## src/rtl/packet_serializer.sv

```systemverilog
// Flit packet transmitter: takes a whole packet and streams it as HEAD/BODY.../TAIL flits,
// stamping packet_id and flit_num so the receiving packet buffer can reassemble it.
package types;
    typedef enum logic [1:0] {
        HEAD     = 2'd0,
        BODY     = 2'd1,
        TAIL     = 2'd2,
        HEADTAIL = 2'd3
    } flit_type_e;

    typedef struct packed {
        logic [7:0] packet_id;
        logic [3:0] flit_num;
    } flit_id_t;

    typedef struct packed {
        flit_type_e  flittype;
        flit_id_t    flit_id;
        logic [31:0] payload;
    } flit_t;
endpackage

module packet_serializer #(
    parameter int MAX_FLITS   = 8,
    parameter int PACKET_ID_W = 8,
    parameter int FLIT_NUM_W  = $clog2(MAX_FLITS + 1)
) (
    input  logic                           nocclk,
    input  logic                           rst_n,
    input  types::flit_t [MAX_FLITS-1:0]   pkt_flits,
    input  logic [FLIT_NUM_W-1:0]          pkt_num_flits,
    input  logic                           pkt_valid,
    output logic                           pkt_ready,
    output types::flit_t                   flit_out,
    output logic                           flit_valid,
    input  logic                           flit_ready,
    output logic                           tx_done,
    output logic [PACKET_ID_W-1:0]         tx_done_id,
    output logic                           err_len
);

    localparam int IDX_W = $clog2(MAX_FLITS);

    localparam logic STATE_IDLE = 1'b0;
    localparam logic STATE_SEND = 1'b1;

    localparam logic [FLIT_NUM_W-1:0] NUM_ONE = FLIT_NUM_W'(1);
    localparam logic [FLIT_NUM_W-1:0] NUM_MIN = FLIT_NUM_W'(2);
    localparam logic [FLIT_NUM_W-1:0] NUM_MAX = FLIT_NUM_W'(MAX_FLITS);

    logic                          state_q,      state_d;
    types::flit_t [MAX_FLITS-1:0]  flits_q,      flits_d;
    logic [FLIT_NUM_W-1:0]         num_q,        num_d;
    logic [FLIT_NUM_W-1:0]         idx_q,        idx_d;
    logic [PACKET_ID_W-1:0]        id_ctr_q,     id_ctr_d;
    types::flit_t                  flit_out_q,   flit_out_d;
    logic                          flit_valid_q, flit_valid_d;
    logic                          pkt_ready_q,  pkt_ready_d;
    logic                          tx_done_q,    tx_done_d;
    logic [PACKET_ID_W-1:0]        tx_done_id_q, tx_done_id_d;
    logic                          err_len_q,    err_len_d;

    logic [FLIT_NUM_W-1:0]         idx_nxt;
    logic                          len_ok;

    // Overwrite the header fields of a stored flit; the payload passes through untouched.
    function automatic types::flit_t stamp(input types::flit_t          raw,
                                           input logic [FLIT_NUM_W-1:0]  idx,
                                           input logic [FLIT_NUM_W-1:0]  num,
                                           input logic [PACKET_ID_W-1:0] id);
        types::flit_t f;
        f = raw;
        if (idx == '0)
            f.flittype = types::HEAD;
        else if (idx == num - NUM_ONE)
            f.flittype = types::TAIL;
        else
            f.flittype = types::BODY;
        f.flit_id.packet_id = id;
        f.flit_id.flit_num  = idx;
        return f;
    endfunction

    assign idx_nxt = idx_q + NUM_ONE;
    assign len_ok  = (pkt_num_flits >= NUM_MIN) && (pkt_num_flits <= NUM_MAX);

    always_comb begin
        state_d      = state_q;
        flits_d      = flits_q;
        num_d        = num_q;
        idx_d        = idx_q;
        id_ctr_d     = id_ctr_q;
        flit_out_d   = flit_out_q;
        flit_valid_d = flit_valid_q;
        tx_done_d    = 1'b0;
        tx_done_id_d = tx_done_id_q;
        err_len_d    = 1'b0;

        case (state_q)
            STATE_IDLE: begin
                if (pkt_valid && pkt_ready_q) begin
                    if (len_ok) begin
                        flits_d      = pkt_flits;
                        num_d        = pkt_num_flits;
                        idx_d        = '0;
                        flit_out_d   = stamp(pkt_flits[0], '0, pkt_num_flits, id_ctr_q);
                        flit_valid_d = 1'b1;
                        state_d      = STATE_SEND;
                    end else begin
                        err_len_d = 1'b1;
                    end
                end
            end
            STATE_SEND: begin
                // The next flit is prepared here so flit_out stays a plain register.
                if (flit_valid_q && flit_ready) begin
                    if (idx_q == num_q - NUM_ONE) begin
                        tx_done_d    = 1'b1;
                        tx_done_id_d = id_ctr_q;
                        id_ctr_d     = id_ctr_q + 1'b1;
                        flit_valid_d = 1'b0;
                        state_d      = STATE_IDLE;
                    end else begin
                        idx_d      = idx_nxt;
                        flit_out_d = stamp(flits_q[idx_nxt[IDX_W-1:0]], idx_nxt, num_q, id_ctr_q);
                    end
                end
            end
            default: state_d = STATE_IDLE;
        endcase

        pkt_ready_d = (state_d == STATE_IDLE);
    end

    always_ff @(posedge nocclk or negedge rst_n) begin
        if (!rst_n) begin
            state_q      <= STATE_IDLE;
            flits_q      <= '0;
            num_q        <= '0;
            idx_q        <= '0;
            id_ctr_q     <= '0;
            flit_out_q   <= '0;
            flit_valid_q <= 1'b0;
            pkt_ready_q  <= 1'b0;
            tx_done_q    <= 1'b0;
            tx_done_id_q <= '0;
            err_len_q    <= 1'b0;
        end else begin
            state_q      <= state_d;
            flits_q      <= flits_d;
            num_q        <= num_d;
            idx_q        <= idx_d;
            id_ctr_q     <= id_ctr_d;
            flit_out_q   <= flit_out_d;
            flit_valid_q <= flit_valid_d;
            pkt_ready_q  <= pkt_ready_d;
            tx_done_q    <= tx_done_d;
            tx_done_id_q <= tx_done_id_d;
            err_len_q    <= err_len_d;
        end
    end

    assign pkt_ready  = pkt_ready_q;
    assign flit_out   = flit_out_q;
    assign flit_valid = flit_valid_q;
    assign tx_done    = tx_done_q;
    assign tx_done_id = tx_done_id_q;
    assign err_len    = err_len_q;

endmodule

```

## config.mk

```make
export PLATFORM = sky130hd
export DESIGN_NAME = packet_serializer
export DESIGN_NICKNAME = d
export VERILOG_FILES = /design/src/rtl/packet_serializer.sv
export SDC_FILE = /design/constraint.sdc
export NUM_CORES = 1
export LEC_CHECK = 0
export ABC_CLOCK_PERIOD_IN_PS = 6700
export CAP_MARGIN = 0
export CORE_MARGIN = 2
export CORE_UTILIZATION = 55
export CTS_BUF_LIST = sky130_fd_sc_hd__clkbuf_4
export CTS_CLUSTER_SIZE = 20
export DETAILED_ROUTE_END_ITERATION = 10
export DONT_BUFFER_PORTS = 1
export PLACE_DENSITY_LB_ADDON = 0.15
export SKIP_CTS_REPAIR_TIMING = 1
export SLEW_MARGIN = 40
export SYNTH_ARGS = -nofsm -noshare
export SYNTH_HDL_FRONTEND = slang
export SYNTH_SLANG_ARGS = --single-unit
```

## constraint.sdc

```tcl
create_clock -name nocclk -period 6.7 [get_ports nocclk]
set_input_delay 2.01 -clock nocclk [delete_from_list [all_inputs] [get_ports nocclk]]
set_output_delay 2.01 -clock nocclk [all_outputs]
set_load 0.01 [all_outputs]
```

==> results.md <==
* Status: complete, no violations
* Post-synthesis instance area at 14,800 um2
* Async set-reset flop share out of synthesis at 100%
* GRT Residual Overflow at 0
* Flop-to-flop setup slack at 3.47 ns
* Slowest Stage Delay on Critical Path at 0.67 ns
* Area taken by flip-flops and latches at 8190 um2
* Overall die area at 28,300 um2
* Crit Path Class: input pin to flop
* Hold path cells at 1
* WP data arrival at 4.41 ns
* Clock latency on the worst-skew pair at 0.69 ns
* Vias per std cell at 5.89
* Instance count after placement with tap cells included at 1,265
* Placement Rows at 60
* Hold Crit Endpoint: id_ctr_q[7]
* Setup-violating endpoint count in the final report at 0
* Maximum clock path buffer count at 3
* Placed wire-length estimate after detailed placement at 20,900 um
* Number of distinct library cells after synthesis at 46
* Effective utilization at floorplan at 55.4%
* Critical Path Sink Type: flop
* Yosys warning count at 0
* Detailed-router iteration count before antenna repair at 4
* Ratio of total power to cell area at 513 nW/um2
* Filler Cell Count at 2,107
* Leading register cell type out of synthesis: dfrtp_1
* Iteration-0 DRC Markers at 426
* Initial antenna violation count at 17
* Placed cell areas at 15,000 um2
* Critical path required time at 7.22 ns
* Maximum vdd ir drop at 0.000239 V
* Top fanout value on the critical path at 89
* Area of the multi-input gates at 6280 um2
* Routed wire length per instance at 23.1 um
* DIE HEIGHT at 168 um
* Non-filler instance count after layout at 1,411
* Die span in x at 168 um
* CTS tree: built
* RR Endpoint: flit_out[44]
* Worst slew margin relative to its limit at 13.8%
* Growth of design area from synthesis to finish at 8.62%
* Overall power of the completed layout at 8.25 mW
* Number of ports placed on the die boundary at 434
* Leakage power figure at 7.04 nW
* Critical Path Slowest Stage Cell: buf_6
* Final period demand of the worst path at 3.89 ns
* Total negative setup slack at 0 ns
* Clock buffer count from CTS at 85
* Family of cells with the greatest summed delay on the critical path: buffers and inverters
* Startpoint Class: input pin
* Unrepaired setup endpoints after global routing: no
* Syn Nets at 1,359
* Final standard cell area without fillers at 16,100 um2
* Achievable frequency at 0.257 GHz
* Number of instances in the synthesized netlist at 980
* Met1 track utilization from global routing at 29.4%
* CTS sink count at 327
* Class of the most critical hold timing path: flop to flop
* Number of routed nets with antenna violations at 0
* Worst hold start: id_ctr_q[7]
* Launch point of the worst reg-to-reg path: idx_q[2]
* Vias in the first global route at 8,962
* CTS H-tree depth at 3
* Worst Reg2Reg Path Length in Cells at 5
* Clock root buffer: clkbuf_4
* Max Clock Skew at 0.0506 ns
* Portion of the post-synthesis area used by sequential elements at 55.3%
* Largest net degree at the start of global routing at 328
* Total Routing Usage GR at 23.4%
* Maximum Capacitance Violations at 0
* Met3 track demand over resource in global routing at 10.4%
* Register clock-pin slew on the reported worst setup and hold paths at 0.06 ns
* Remaining routing DRC violations at 0
* Number of nets at the end of the flow at 1,391
* Most frequent cells in the layout: dfrtp_1, mux2_2, clkbuf_4, nand2_1, mux4_2
* Port Buf Inserts at 0
* Detailed-route via count at 8,313
* Routing layer with the top usage in global route: met2
* First-pass GRT wire length at 50,800 um
* Met2 routing resource usage after global routing at 36.0%
* Final count of pins violating max slew at 0
* Placeable core region at 26,700 um2
* Wire length after detailed routing at 32,600 um
* Synthesized area per cell at 15.1 um2
* CP bufs+invs at 2
* Number of enable-type register cells in the synthesized netlist at 0
* Least-Margin Pin Slew at 1.29 ns
* Final count of hold timing violations at 0
* Gpl congestion at 0.778
* Worst path cell trace: or4b_4 -> a21oi_4 -> buf_12 -> buf_6 -> mux2_2
* Most common cell after layout, fill and taps aside: dfrtp_1
* Fraction of layout cells with a size suffix above 1 at 49.3%
* Register bit total from synthesis at 327
* Final worst path period share at 58.0%
[synth_stat cells, types with 2 or more instances]
| cell type | count | area [um2] |
|---|---|---|
| a221o_1 | 2 | 20.0 |
| xor2_1 | 10 | 87.6 |
| nand3b_1 | 2 | 15.0 |
| nor3_2 | 2 | 20.0 |
| nor4_1 | 3 | 18.8 |
| nand3_1 | 3 | 15.0 |
| buf_2 | 15 | 75.1 |
| nand4_1 | 2 | 12.5 |
| clkbuf_1 | 20 | 75.1 |
| inv_1 | 5 | 18.8 |
| dfrtp_1 | 327 | 8180 |
| o21ai_0 | 3 | 15.0 |
| and3_1 | 3 | 18.8 |
| buf_4 | 27 | 203 |
| nand2_1 | 73 | 274 |
| mux2_2 | 280 | 3150 |
| nor2_1 | 37 | 139 |
| a31oi_1 | 32 | 200 |
| mux2_4 | 28 | 420 |
| and4_1 | 3 | 26.3 |
| buf_6 | 4 | 45.0 |
| o22a_1 | 2 | 17.5 |
| nor3_1 | 3 | 15.0 |
| mux4_2 | 64 | 1440 |
| ha_1 | 3 | 37.5 |
| xnor3_1 | 2 | 45.0 |
| xnor2_1 | 6 | 52.6 |
[worst max-delay path by stage]
| stage | slack (ns) | endpoint | cells past startpoint | start |
|---|---|---|---|---|
| floorplan | 3.10 | flit_out[10] | 6 | pkt_num_flits[2] |
| global placement | 1.60 | flits_q[277] | 5 | pkt_num_flits[2] |
| detailed placement | 2.21 | flits_q[239] | 5 | pkt_num_flits[2] |
| CTS | 2.93 | flits_q[98] | 5 | pkt_num_flits[2] |
| global route | 2.78 | flits_q[6] | 5 | pkt_num_flits[2] |
| finish | 2.81 | flits_q[6] | 5 | pkt_num_flits[2] |
[layer usage]
metal / up-vias / part of all wire [%]
met5: - / 0.35
met4: 16 / 2.5
met3: 74 / 9.8
met2: 286 / 47
met1: 4216 / 40
li1: 3721 / -
[flip-flops by register name, summed over array words and instances, names as in the netlist, 4 cells and up]
name	cells
flits_q	256
flit_out	42
id_ctr_q	8
tx_done_id	8
idx_q	4
num_q	4
[worst reg2reg max path, cell delays in order (launching register included)]
cell	delay (ns)
dfrtp_1	0.69
xnor3_1	0.49
nand4b_1	0.51
o22a_4	0.67
buf_4	0.41
mux2_4	0.33
[cells by family after synthesis]
| family | after synthesis | synth area share, % |
|---|---|---|
| buf+inv | 71 | 2.81 |
| mux | 373 | 33.9 |
| fa+ha+maj | 3 | 0.253 |
| compound gates | 48 | 2.24 |
| xor+xnor | 18 | 1.25 |
| simple gates | 140 | 4.26 |
| flops | 327 | 55.3 |
[report_power, final]
part,internal (mW),total (mW),switching [mW]
registers,2.86,3.45,0.592
clock network,0.835,1.60,0.767
logic,1.87,3.19,1.33
[area by class of cell]
cell class / count / share of cell area (%)
sequential: 327 / 50.9
multi-input combinational: 582 / 39.0
clock buffer: 117 / 5.46
tap: 341 / 2.65
timing repair buffer: 11 / 1.02
clock inverter: 15 / 0.615
antenna: 13 / 0.202
inverter: 5 / 0.117
[per-stage QoR]
step | hold WS [ns] | setup WS [ns] | util (%)
2_1_floorplan | 0.454 | 3.10 | -
3_3_place_gp | 0.478 | 1.60 | 56.0
3_5_place_dp | 0.487 | 2.21 | 56.3
4_1_cts | 0.494 | 2.93 | 60.0
5_1_grt | 0.516 | 2.78 | 60.1
6_report | 0.496 | 2.81 | 60.2
No activity file was read; power rests on OpenSTA's default activity.
